`src/rtl/uart_rx_fifo.sv`:
```
// uart_rx_fifo: receive-side circular FIFO between the UART receiver and the APB slave.
// Captures a byte on each rx_done pulse and exposes the oldest byte on a show-ahead read port.
// Reports fill level, full/empty status and a sticky overflow flag.
// Optional feature macro: UART_RX_FIFO_AFULL_EN adds a registered almost_full output.
module uart_rx_fifo #(
    parameter int unsigned DATA_WIDTH  = 8,
    parameter int unsigned DEPTH       = 16,
    parameter int unsigned ADDR_WIDTH  = $clog2(DEPTH),
    parameter int unsigned AFULL_LEVEL = 12
) (
    input  logic                  clk,
    input  logic                  rstn,
    input  logic                  wr_en,
    input  logic [DATA_WIDTH-1:0] wr_data,
    input  logic                  rd_en,
    output logic [DATA_WIDTH-1:0] rd_data,
    output logic                  empty,
    output logic                  full,
    output logic [ADDR_WIDTH:0]   count,
    output logic                  overflow,
    input  logic                  ovf_clr,
    input  logic                  flush
`ifdef UART_RX_FIFO_AFULL_EN
    ,
    output logic                  almost_full
`endif
);

    localparam int unsigned          CNT_WIDTH = ADDR_WIDTH + 1;
    localparam logic [CNT_WIDTH-1:0] DEPTH_CNT = CNT_WIDTH'(DEPTH);

    // Reject unusable geometries at elaboration time
    if (DEPTH < 2 || (DEPTH & (DEPTH - 1)) != 0 || AFULL_LEVEL > DEPTH) begin : g_param_check
        $error("uart_rx_fifo: DEPTH must be a power of two >= 2 and AFULL_LEVEL <= DEPTH");
    end

    logic [DATA_WIDTH-1:0] mem [DEPTH];
    logic [ADDR_WIDTH-1:0] wr_ptr;
    logic [ADDR_WIDTH-1:0] rd_ptr;
    logic [ADDR_WIDTH-1:0] wr_ptr_nxt;
    logic [ADDR_WIDTH-1:0] rd_ptr_nxt;
    logic [CNT_WIDTH-1:0]  count_nxt;
    logic [DATA_WIDTH-1:0] rd_data_nxt;
    logic                  overflow_nxt;
    logic                  push;
    logic                  pop;
    logic                  ovf_set;

    // Next-state decode: flush wins over push/pop; a pop frees room for a write when full
    always_comb begin
        pop          = rd_en && !empty && !flush;
        push         = wr_en && !flush && (!full || pop);
        ovf_set      = wr_en && !flush && full && !pop;
        wr_ptr_nxt   = wr_ptr;
        rd_ptr_nxt   = rd_ptr;
        count_nxt    = count;
        rd_data_nxt  = '0;
        overflow_nxt = overflow;

        if (flush) begin
            wr_ptr_nxt = '0;
            rd_ptr_nxt = '0;
            count_nxt  = '0;
        end else begin
            if (push) wr_ptr_nxt = wr_ptr + ADDR_WIDTH'(1);
            if (pop)  rd_ptr_nxt = rd_ptr + ADDR_WIDTH'(1);
            if (push && !pop)      count_nxt = count + CNT_WIDTH'(1);
            else if (pop && !push) count_nxt = count - CNT_WIDTH'(1);
        end

        // Head of the next cycle; bypass when the new head is the byte being written now
        if (count_nxt == '0)                  rd_data_nxt = '0;
        else if (push && wr_ptr == rd_ptr_nxt) rd_data_nxt = wr_data;
        else                                   rd_data_nxt = mem[rd_ptr_nxt];

        // Set beats clear when both happen in the same cycle
        if (ovf_set)      overflow_nxt = 1'b1;
        else if (ovf_clr) overflow_nxt = 1'b0;
    end

    // Control and status registers
    always_ff @(posedge clk or negedge rstn) begin
        if (!rstn) begin
            wr_ptr   <= '0;
            rd_ptr   <= '0;
            count    <= '0;
            empty    <= 1'b1;
            full     <= 1'b0;
            overflow <= 1'b0;
            rd_data  <= '0;
        end else begin
            wr_ptr   <= wr_ptr_nxt;
            rd_ptr   <= rd_ptr_nxt;
            count    <= count_nxt;
            empty    <= (count_nxt == '0);
            full     <= (count_nxt == DEPTH_CNT);
            overflow <= overflow_nxt;
            rd_data  <= rd_data_nxt;
        end
    end

    // Storage array, intentionally not reset
    always_ff @(posedge clk) begin
        if (push) mem[wr_ptr] <= wr_data;
    end

`ifdef UART_RX_FIFO_AFULL_EN
    // Flow-control threshold flag, decoded from the next count so it tracks count exactly
    always_ff @(posedge clk or negedge rstn) begin
        if (!rstn) almost_full <= 1'b0;
        else       almost_full <= (count_nxt >= CNT_WIDTH'(AFULL_LEVEL));
    end
`endif

endmodule

```
`config.mk`:
```
export PLATFORM = sky130hd
export DESIGN_NAME = uart_rx_fifo
export DESIGN_NICKNAME = d
export VERILOG_FILES = /design/src/rtl/uart_rx_fifo.sv
export SDC_FILE = /design/constraint.sdc
export NUM_CORES = 1
export LEC_CHECK = 0
export ABC_CLOCK_PERIOD_IN_PS = 2170
export CORE_MARGIN = 10
export CORE_UTILIZATION = 45
export CTS_CLUSTER_DIAMETER = 120
export DETAILED_ROUTE_END_ITERATION = 12
export SYNTH_ARGS = -nofsm -noshare
export SYNTH_HDL_FRONTEND = slang
export SYNTH_SLANG_ARGS = --single-unit
```
`constraint.sdc`:
```
create_clock -name clk -period 2.17 [get_ports clk]
set_input_delay 0.217 -clock clk [delete_from_list [all_inputs] [get_ports clk]]
set_output_delay 0.217 -clock clk [all_outputs]
set_load 0.01 [all_outputs]
```
==> results of run 1 <==
## what timing repair did
action / in CTS / in global routing
pin swaps: 9 / 11
cloned: 1 / 0
endpoints found under the setup margin: 8 / 21
resized for setup: 10 / 9
setup buffers: 4 / 0
## sequential cells by signal (all words and copies together) (netlist names)
signal    count
full          1
mem         128
overflow      1
empty         1
count         5
wr_ptr        4
rd_data       8
rd_ptr        4
## synth_stat cells (all sizes together) (2+ instances only)
library cell	n	area [sq um]
a21oi	3	15.0
a22o	14	123
a41oi	4	53.8
buf	11	97.6
dfrtp	23	576
edfxtp	128	3840
ha	7	87.6
inv	12	45.0
mux2	3	33.8
mux2i	8	83.8
mux4	28	642
nand2	12	45.0
nand2b	6	37.5
nand3	4	25.0
nand4	2	27.5
nor2	33	143
nor2b	2	20.0
nor3	8	56.3
nor4b	2	38.8
o211ai	4	30.0
o21ai	2	10.0
o2bb2ai	7	61.3
o31ai	2	28.8
xnor2	8	123
xor2	3	26.3
## per-stage QoR
step                      setup WS, ns  hold WS, ns  TNS (ns)  area, sq um
after floorplan                -0.0717      -0.0786    -0.466         6470
after global placement          -0.370        0.515    -25.82         7380
after detailed placement        -0.449        0.536    -27.55         7380
after CTS                       -0.125        0.165    -0.721         8050
after global routing            -0.219        0.189     -1.57         8040
final                           -0.135        0.160    -0.776         8040
## power breakdown
part / internal (uW) / leakage [uW] / switching, uW
sequential: 3260 / 0.00148 / 59.5
combinational: 626 / 0.00105 / 516
clock: 1690 / 0.000273 / 1160
total: 5580 / 0.00280 / 1730
## metal layers
layer  part of all wire (%)  wire length (microns)  GRT usage [%]
met5                      0                      0              0
met4                    1.3                    183           5.05
met3                    4.9                    658           3.71
met2                     50                   6720           22.8
met1                     44                   6000           19.0
## cells by family after synthesis
logic type                 synth area share [%]
muxes                                      11.7
xor gates and xnor gates                   2.30
and+or+nand+nor                            6.97
AOI/OAI and AO/OA                          6.33
adders and majority gates                  1.35
buffers and inverters                      2.52
DFF                                        68.8
## final timing paths
kind | slack (ns) | endpoint | cells after the start | start
max reg2reg | -0.14 | rd_data[5] | 8 | empty
max | -0.14 | rd_data[5] | 8 | empty
min in group clk | 0.40 | overflow | 2 | ovf_clr
min reg2reg | 0.54 | overflow | 2 | overflow
max in group asynchronous | 1.71 | empty | 2 | rstn
min | 0.16 | overflow | 2 | rstn
## area by class of cell
cell class,count,share of cell area (%)
clock buffers,17,5.29
clock inverters,14,1.87
repair buffers,92,10.6
flip-flops and latches,152,55.3
well taps,180,2.80
multi-input cells,176,23.4
inverters,13,0.763
## worst max-delay path, stage by stage, from the launching register on
cell	delay, ns
dfstp_2	0.59
nor2b_4	0.07
xnor2_4	0.14
nor2_8	0.21
buf_12	0.17
mux4_2	0.51
a22o_1	0.30
nor2_2	0.11
o2bb2ai_2	0.07
==> impl_metrics.env, run 1 <==
export IMPL_cts_hold_buffers_added=0
export IMPL_viasPerCell=5.34
export IMPL_antenna_found_initial=0
export IMPL_cp_required_ns=2.47
export IMPL_cts_buffers=17
export IMPL_netlist_area_sq_um=6460
export IMPL_drtPass1Iterations=4
export IMPL_grt_max_degree=25
export IMPL_die_area_sq_um=19600
export IMPL_p_leak_uw=0.00280
export IMPL_grt_pass1_vias=3660
export IMPL_worst_ir_drop_vdd_v=0.000541
export IMPL_status="finished with violations"
export IMPL_period_needed_ns=2.31
export IMPL_total_power_uw=7320
export IMPL_ant_nets=0
export IMPL_setup_violations=8
export IMPL_diodes=0
export IMPL_fin_ws_ns=-0.135
export IMPL_seqCellArea_sq_um=4450
export IMPL_die_h_microns=140
export IMPL_drc=0
export IMPL_ctsLongestPathBuffers=2
export IMPL_fp_dieW_microns=140
export IMPL_cts_clk_slew_worst_paths_ns=0.06
export IMPL_core_area_sq_um=14000
export IMPL_htreeDepth=4
export IMPL_async_flop_share_pct=15.8
export IMPL_port_buffers=29
export IMPL_syn_inst=353
export IMPL_drv_slew=0
export IMPL_nFillCells=1089
export IMPL_synth_area_per_cell_sq_um=18.3
export IMPL_yosysUniqueCellTypes=62
export IMPL_timing_fmax_mhz=434
export IMPL_finalCritPeriodShare_pct=106
export IMPL_synth_ff_type="edfxtp_1"
export IMPL_cts_sinks=152
export IMPL_grt_pass1_wl_microns=21700
export IMPL_root_buffer="clkbuf_16"
export IMPL_grt_usage_pct=14.5
export IMPL_ys_seq_elements=152
export IMPL_cts_tree="built"
export IMPL_dp_hpwl_microns=9210
export IMPL_hold_path_class="primary input to async pin"
export IMPL_area_delta_synth_final_pct=24.4
export IMPL_skew_ns=0.00638
export IMPL_yosysSeqAreaShare_pct=68.8
export IMPL_cp_max_fo=7
export IMPL_layout_commonest_cell="edfxtp_1"
export IMPL_path_class="flip-flop to flip-flop"
export IMPL_place_gp_congestion=0.771
export IMPL_start_kind="flip-flop"
export IMPL_io_pins=30
export IMPL_fin_util_pct=57.5
export IMPL_max_cap_violations=0
export IMPL_synth_nets=374
export IMPL_drt_initial_drc_count=257
export IMPL_rows=43
export IMPL_ys_warn_count=0
export IMPL_final_cells=644
export IMPL_gr_total_overflow=0
export IMPL_violations="negative setup slack"
export IMPL_rsz0062_at_grt="yes"
export IMPL_slew_headroom_pct=54.9
export IMPL_drt_wl_total_microns=13600
export IMPL_vias=3438
export IMPL_drive_gt1_share_pct=33.0
export IMPL_synth_edf_count=128
export IMPL_end_kind="flip-flop"
export IMPL_hold_viol=0
export IMPL_nets=473
export IMPL_tightestPinTransition_ns=0.675
export IMPL_multi_input_area_sq_um=1880
export IMPL_power_density_nw_per_um2=910
export IMPL_final_cell_mix="128 x edfxtp_1, 53 x buf_4, 30 x nor2_1, 29 x clkdlybuf4s50_1, 27 x mux4_2"
export IMPL_dpl_cell_count=609
export IMPL_initial_core_util_pct=46.2
export IMPL_crit_arrival_ns=2.60
export IMPL_avgRoutedWirePerCell_microns=21.1
export IMPL_clk_latency_ns=0.42
(Power assumes the default switching activity.)
==> run 2: changes to the inputs <==
--- a/config.mk
+++ b/config.mk
@@ -6,10 +6,12 @@
 export NUM_CORES = 1
 export LEC_CHECK = 0
 export ABC_CLOCK_PERIOD_IN_PS = 2170
+export CAP_MARGIN = 0
 export CORE_MARGIN = 10
 export CORE_UTILIZATION = 45
 export CTS_CLUSTER_DIAMETER = 120
 export DETAILED_ROUTE_END_ITERATION = 12
+export HOLD_SLACK_MARGIN = 0.08
 export SYNTH_ARGS = -nofsm -noshare
 export SYNTH_HDL_FRONTEND = slang
 export SYNTH_SLANG_ARGS = --single-unit
==> results of run 2 <==
The final DEF is identical to that of run 1; final timing and power are the same.
